### src/rtl/vga_timing_rx.sv
// vga_timing_rx: recovers scan position from hsync/vsync, measures line and
// frame timing against nominal parameters and reports lock.
module vga_timing_rx #(
  parameter int unsigned W           = 1280,
  parameter int unsigned HFP         = 48,
  parameter int unsigned HSP         = 112,
  parameter int unsigned HBP         = 248,
  parameter int unsigned H           = 1024,
  parameter int unsigned VFP         = 1,
  parameter int unsigned VSP         = 3,
  parameter int unsigned VBP         = 38,
  parameter int unsigned LOCK_FRAMES = 2
) (
  input  logic                                        pxclk,
  input  logic                                        rst_n,
  input  logic                                        hsync,
  input  logic                                        vsync,
  output logic                                        locked,
  output logic                                        inframe,
  output logic [$clog2(W)-1:0]                        scanx,
  output logic [$clog2(H)-1:0]                        scany,
  output logic [$clog2(2*(W+HFP+HSP+HBP))-1:0]        line_len,
  output logic [$clog2(2*(H+VFP+VSP+VBP))-1:0]        frame_lines,
  output logic                                        timing_err
);

  localparam int unsigned TW = W + HFP + HSP + HBP;
  localparam int unsigned TH = H + VFP + VSP + VBP;
  localparam int unsigned HW = $clog2(2*TW);
  localparam int unsigned VW = $clog2(2*TH);
  localparam int unsigned XW = $clog2(W);
  localparam int unsigned YW = $clog2(H);
  localparam int unsigned GW = $clog2(LOCK_FRAMES+1);

  localparam logic [HW-1:0] HMAX  = HW'(2*TW-1);
  localparam logic [HW-1:0] H_ONE = HW'(1);
  localparam logic [HW-1:0] TW_L  = HW'(TW);
  localparam logic [HW-1:0] HSP_L = HW'(HSP);
  localparam logic [HW-1:0] X0    = HW'(HSP+HBP);
  localparam logic [HW-1:0] X1    = HW'(HSP+HBP+W);
  localparam logic [VW-1:0] VMAX  = VW'(2*TH-1);
  localparam logic [VW-1:0] V_ONE = VW'(1);
  localparam logic [VW-1:0] TH_L  = VW'(TH);
  localparam logic [VW-1:0] Y0    = VW'(VSP+VBP-1);
  localparam logic [VW-1:0] Y1    = VW'(VSP+VBP-1+H);
  localparam logic [GW-1:0] GMAX  = GW'(LOCK_FRAMES);
  localparam logic [GW-1:0] G_ONE = GW'(1);

  logic          hs_q, hs_d;
  logic          vs_q, vs_d;
  logic [HW-1:0] hpos_q, hpos_d;
  logic [VW-1:0] vpos_q, vpos_d;
  logic [HW-1:0] hswid_q, hswid_d;
  logic          vs_pend_q, vs_pend_d;
  logic          aligned_q, aligned_d;
  logic          frame_bad_q, frame_bad_d;
  logic [GW-1:0] good_cnt_q, good_cnt_d;
  logic [HW-1:0] line_len_q, line_len_d;
  logic [VW-1:0] frame_lines_q, frame_lines_d;
  logic          timing_err_q, timing_err_d;

  logic          hs_rise, hs_fall, vs_rise, frame_end;
  logic [HW-1:0] hpos_inc;
  logic [VW-1:0] vpos_inc;
  logic          err_tmo, err_wid, err_line, err_frame, err_other, err_any;

  // Edge detection, counters, timing checks and lock accounting.
  always_comb begin
    hs_d          = hsync;
    vs_d          = vsync;
    hpos_d        = hpos_q;
    vpos_d        = vpos_q;
    hswid_d       = hswid_q;
    vs_pend_d     = vs_pend_q;
    aligned_d     = aligned_q;
    frame_bad_d   = frame_bad_q;
    good_cnt_d    = good_cnt_q;
    line_len_d    = line_len_q;
    frame_lines_d = frame_lines_q;
    err_tmo       = 1'b0;
    err_wid       = 1'b0;
    err_line      = 1'b0;
    err_frame     = 1'b0;

    hs_rise   = hsync & ~hs_q;
    hs_fall   = ~hsync & hs_q;
    vs_rise   = vsync & ~vs_q;
    frame_end = hs_rise & vs_pend_q;
    hpos_inc  = hpos_q + H_ONE;
    vpos_inc  = vpos_q + V_ONE;

    // Horizontal position; reaching saturation is a missing-hsync timeout.
    if (hs_rise) begin
      line_len_d = hpos_inc;
      hpos_d     = '0;
      if (aligned_q && (hpos_inc != TW_L)) err_line = 1'b1;
    end else if (hpos_q != HMAX) begin
      hpos_d = hpos_inc;
      if (hpos_inc == HMAX) err_tmo = 1'b1;
    end

    // Pulse width is only graded for pulses whose rising edge was seen
    // (hswid == 0 means no pulse in progress).
    if (hs_rise) begin
      hswid_d = H_ONE;
    end else if (hs_fall) begin
      if ((hswid_q != '0) && (hswid_q != HSP_L)) err_wid = 1'b1;
      hswid_d = '0;
    end else if (hsync && (hswid_q != '0) && (hswid_q != HMAX)) begin
      hswid_d = hswid_q + H_ONE;
    end

    // A vsync rise on the same edge as the closing hsync rise stays pending.
    if (hs_rise) begin
      if (vs_pend_q) begin
        frame_lines_d = vpos_inc;
        vpos_d        = '0;
      end else if (vpos_q != VMAX) begin
        vpos_d = vpos_inc;
      end
    end
    if (frame_end) vs_pend_d = 1'b0;
    if (vs_rise)   vs_pend_d = 1'b1;

    err_other = err_tmo | err_wid | err_line;

    // Frame grading at the vsync-aligned hsync rise; first one only aligns.
    if (frame_end) begin
      frame_bad_d = 1'b0;
      if (!aligned_q) begin
        aligned_d = 1'b1;
      end else if (frame_bad_q || err_other || (vpos_inc != TH_L)) begin
        err_frame = 1'b1;
      end else if (good_cnt_q != GMAX) begin
        good_cnt_d = good_cnt_q + G_ONE;
      end
    end else if (err_other) begin
      frame_bad_d = 1'b1;
    end

    err_any      = err_other | err_frame;
    timing_err_d = err_any;
    if (err_any) good_cnt_d = '0;
  end

  // State registers.
  always_ff @(posedge pxclk or negedge rst_n) begin
    if (!rst_n) begin
      hs_q          <= 1'b1;
      vs_q          <= 1'b1;
      hpos_q        <= HMAX;
      vpos_q        <= '0;
      hswid_q       <= '0;
      vs_pend_q     <= 1'b0;
      aligned_q     <= 1'b0;
      frame_bad_q   <= 1'b0;
      good_cnt_q    <= '0;
      line_len_q    <= '0;
      frame_lines_q <= '0;
      timing_err_q  <= 1'b0;
    end else begin
      hs_q          <= hs_d;
      vs_q          <= vs_d;
      hpos_q        <= hpos_d;
      vpos_q        <= vpos_d;
      hswid_q       <= hswid_d;
      vs_pend_q     <= vs_pend_d;
      aligned_q     <= aligned_d;
      frame_bad_q   <= frame_bad_d;
      good_cnt_q    <= good_cnt_d;
      line_len_q    <= line_len_d;
      frame_lines_q <= frame_lines_d;
      timing_err_q  <= timing_err_d;
    end
  end

  // Lock status and recovered coordinates.
  always_comb begin
    locked  = (good_cnt_q == GMAX);
    inframe = locked && (hpos_q >= X0) && (hpos_q < X1) &&
              (vpos_q >= Y0) && (vpos_q < Y1);
    scanx   = '0;
    scany   = '0;
    if (inframe) begin
      scanx = XW'(hpos_q - X0);
      scany = YW'(vpos_q - Y0);
    end
  end

  assign line_len    = line_len_q;
  assign frame_lines = frame_lines_q;
  assign timing_err  = timing_err_q;

endmodule

### config.mk
export PLATFORM = sky130hd
export DESIGN_NAME = vga_timing_rx
export DESIGN_NICKNAME = d
export VERILOG_FILES = /design/src/rtl/vga_timing_rx.sv
export SDC_FILE = /design/constraint.sdc
export NUM_CORES = 1
export LEC_CHECK = 0
export ABC_CLOCK_PERIOD_IN_PS = 2700
export CORE_ASPECT_RATIO = 1.2
export CORE_MARGIN = 4
export CORE_UTILIZATION = 45
export CTS_BUF_LIST = sky130_fd_sc_hd__clkbuf_4 sky130_fd_sc_hd__clkbuf_8 sky130_fd_sc_hd__clkbuf_16
export DETAILED_ROUTE_END_ITERATION = 12
export PLACE_DENSITY = 0.75
export SYNTH_ARGS = -nofsm -noshare
export SYNTH_HDL_FRONTEND = slang
export SYNTH_SLANG_ARGS = --single-unit
### constraint.sdc
create_clock -name pxclk -period 2.7 [get_ports pxclk]
set_input_delay 0.27 -clock pxclk [delete_from_list [all_inputs] [get_ports pxclk]]
set_output_delay 0.27 -clock pxclk [all_outputs]
set_load 0.05 [all_outputs]
==> impl_metrics.json, run 1 <==
{
  "synth-edff-count": 0,
  "outcome": "completed",
  "fp-row-count": 37,
  "grt_pass1_wl_mm": 17.3,
  "seq_area_mm2": 0.00172,
  "max_freq_ghz": 0.387,
  "final_cell_mix": "dfrtp_1, nor2_1, o21ai_0",
  "drtPass1Iterations": 6,
  "clk_pin_slew_worst_paths_ns": 0.08,
  "wl_per_cell_um": 16.3,
  "p_per_area_mw_per_mm2": 587,
  "slew_violations": 0,
  "finalWirelength_mm": 10.4,
  "die_area_mm2": 0.0106,
  "slowest_delay_ns": 0.62,
  "worst_slack_ns": 0.113,
  "crit_path_frequent_cell": "nor2_1",
  "cellLeakagePower_nw": 2.20,
  "reg2reg_depth": 7,
  "cts_buffer_depth": 2,
  "start_util_pct": 46.6,
  "grt_use_total_pct": 20.5,
  "r2r-start": "vpos_q[3]",
  "holdCritStartpoint": "vsync",
  "finalCriticalPeriod_ns": 2.59,
  "vias": 3676,
  "drive_gt1_share_pct": 22.3,
  "ir_drop_mv": 0.433,
  "hold_path_class": "input pin to flip-flop",
  "tightest_slew_ns": 0.627,
  "drc": 0,
  "multi_input_comb_area_mm2": 0.00221,
  "avgSynthCellArea_um2": 8.81,
  "antenna_found_initial": 0,
  "areaGrowthSynthToFinish_pct": 31.1,
  "ys.flop_type": "dfrtp_1",
  "die_w_um": 94.6,
  "synth_async_sr_flop_share_pct": 100,
  "cts_setup_buffers": 0,
  "crit_chain": "inv_1 -> a21oi_2 -> nor2_1 -> nor2b_2 -> o311ai_2 -> buf_4 -> nor2_1 -> buf_12",
  "p_total_mw": 3.12,
  "yosysTopAreaCell": "dfrtp_1",
  "dp_hpwl_mm": 7.53,
  "cts-buffers-inserted": 9,
  "ys_seq_elements": 68,
  "hold_viol": 0,
  "arrival_ns": 2.32,
  "synth_cell_types": 55,
  "drtIter0Drc": 194,
  "clock_latency_ns": 0.35,
  "syn-num-nets": 480,
  "fin_skew_ns": 0.00801,
  "holdPathEnd": "vs_q",
  "fillCellCount": 725,
  "overflow": 0,
  "cts_tree": "done",
  "max_slew_margin_pct": 58.2,
  "synthTopCellsByArea": "dfrtp_1, dfstp_2, nor2_1, xnor2_1, ha_1",
  "worstPathMaxFanout": 9,
  "endpoint_kind": "primary output",
  "place_congestion": 0.913,
  "grt_pass1_vias": 3647,
  "period_share_pct": 95.8,
  "yosys_warnings": 0,
  "chipHeight_um": 112,
  "ant_nets": 0,
  "yosysSeqAreaShare_pct": 42.3,
  "holdPathStages": 1,
  "final_nets": 536,
  "start_kind": "flip-flop",
  "netlist.area_leader.share_pct": 35.8,
  "syn-cell-area_mm2": 0.00405,
  "reg2reg_to": "timing_err",
  "htree_levels": 3,
  "setup_viol": 0,
  "cp_slowest_cell": "dfstp_2",
  "rrSetupSlack_ns": 0.12,
  "n_antenna_cell": 0,
  "cpLargestDelayFamily": "flip-flops",
  "required_ns": 2.43,
  "vias_per_cell": 5.76,
  "clock_sinks": 68,
  "final_common_cell": "dfrtp_1",
  "syn_inst": 460,
  "worstSetupPathType": "flip-flop to primary output",
  "maxCapViolCount": 0,
  "coreArea_mm2": 0.00870,
  "root_buffer": "clkbuf_8",
  "portBuffers": 51,
  "grt_max_degree": 44,
  "cp_num_buf_inv": 3,
  "ios": 52,
  "place_ws_ns": 0.0815
}
==> registers in the layout, indices dropped and copies added (netlist names), 2 cells and up <==
register / flops
frame_lines: 12
good_cnt_q: 2
hpos_q: 12
hswid_q: 12
line_len: 12
vpos_q: 12
==> through the flow <==
step | hold slack, ns | area [µm²] | utilization, % | cells | setup TNS, ns
2_1_floorplan | -0.0256 | 4100 | - | 460 | -3.22
3_3_place_gp | 0.311 | 5000 | 57.4 | 621 | 0
3_5_place_dp | 0.321 | 5000 | 57.4 | 621 | 0
4_1_cts | 0.343 | 5240 | 60.2 | 638 | 0
5_1_grt | 0.352 | 5310 | 61.1 | 638 | -0.0685
6_report | 0.358 | 5310 | 61.1 | 638 | 0
==> worst max-delay path by stage <==
stage / from / end / slack [ns] / depth (start not counted)
finish: hpos_q[3] / scanx[2] / 0.11 / 8
global route: vpos_q[3] / scanx[2] / -0.03 / 9
CTS: vpos_q[4] / scany[5] / 0.003 / 9
detailed placement: hpos_q[1] / good_cnt_q[1] / 0.08 / 7
global placement: hpos_q[8] / good_cnt_q[1] / 0.23 / 6
floorplan: vpos_q[3] / scanx[0] / -0.20 / 8
==> cell type report <==
type                       count  share of cell area, %
clock buffer                   9                   2.33
clock inverter                 7                   1.72
inverter                      24                   1.70
multi-input combinational    337                   41.7
sequential                    68                   32.3
tap                          117                   2.75
timing repair buffer          76                   17.5
==> synthesized netlist by cell type (4+ instances only) <==
cell type and instances:
buf_6 4, o21ai_0 40, mux2_2 4, xnor2_1 23, nor3_1 13, and3_1 5
dfstp_2 10, a21oi_1 22, nor4b_1 4, inv_1 24, nor4_1 6, a31oi_1 7
or3_1 5, nand4_1 13, o31ai_1 9, dfrtp_1 58, nor2_1 62, xor2_1 8
nand2_1 36, nand3_1 11, nor2b_1 5, clkbuf_1 21, ha_1 16, or2_2 4
nand2b_1 5
==> layer usage <==
| layer | part of all wire (%) | GRT usage, % | routed length, µm |
|---|---|---|---|
| met3 | 7.0 | 4.26 | 730 |
| met2 | 51 | 34.2 | 5350 |
| met1 | 38 | 25.1 | 3920 |
| met4 | 4.0 | 9.34 | 417 |
| met5 | 0 | 0 | 0 |
==> what timing repair did <==
action / CTS / global route
endpoints found under the hold margin: 23 / 0
resized for setup: 4 / 18
hold buffers: 1 / 0
endpoints found under the setup margin: 11 / 25
==> report_power, final <==
part	switching, mW	leakage [nW]	total, mW	internal (mW)
registers	0.150	0.856	1.32	1.17
clock network	0.407	0.109	0.924	0.516
logic	0.558	1.24	0.875	0.317
total	1.12	2.20	3.12	2.00
==> kinds of logic (layout without fill, tap and decap cells) <==
| kind of cell | after synthesis | count (layout) | share of synthesized area [%] |
|---|---|---|---|
| xor gates and xnor gates | 31 | 31 | 6.70 |
| muxes | 7 | 7 | 1.85 |
| DFF | 68 | 68 | 42.3 |
| and+or+nand+nor | 187 | 187 | 23.4 |
| AOI/OAI and AO/OA | 96 | 96 | 14.3 |
| buffers and inverters | 55 | 116 | 6.51 |
| adders and majority gates | 16 | 16 | 4.94 |
Power figures use the tool's default switching activity.
==> run 2: changes to the inputs <==
- CAP_MARGIN: default -> 10
==> results of run 2 <==
The final DEF is identical to that of run 1; final timing and power are the same.
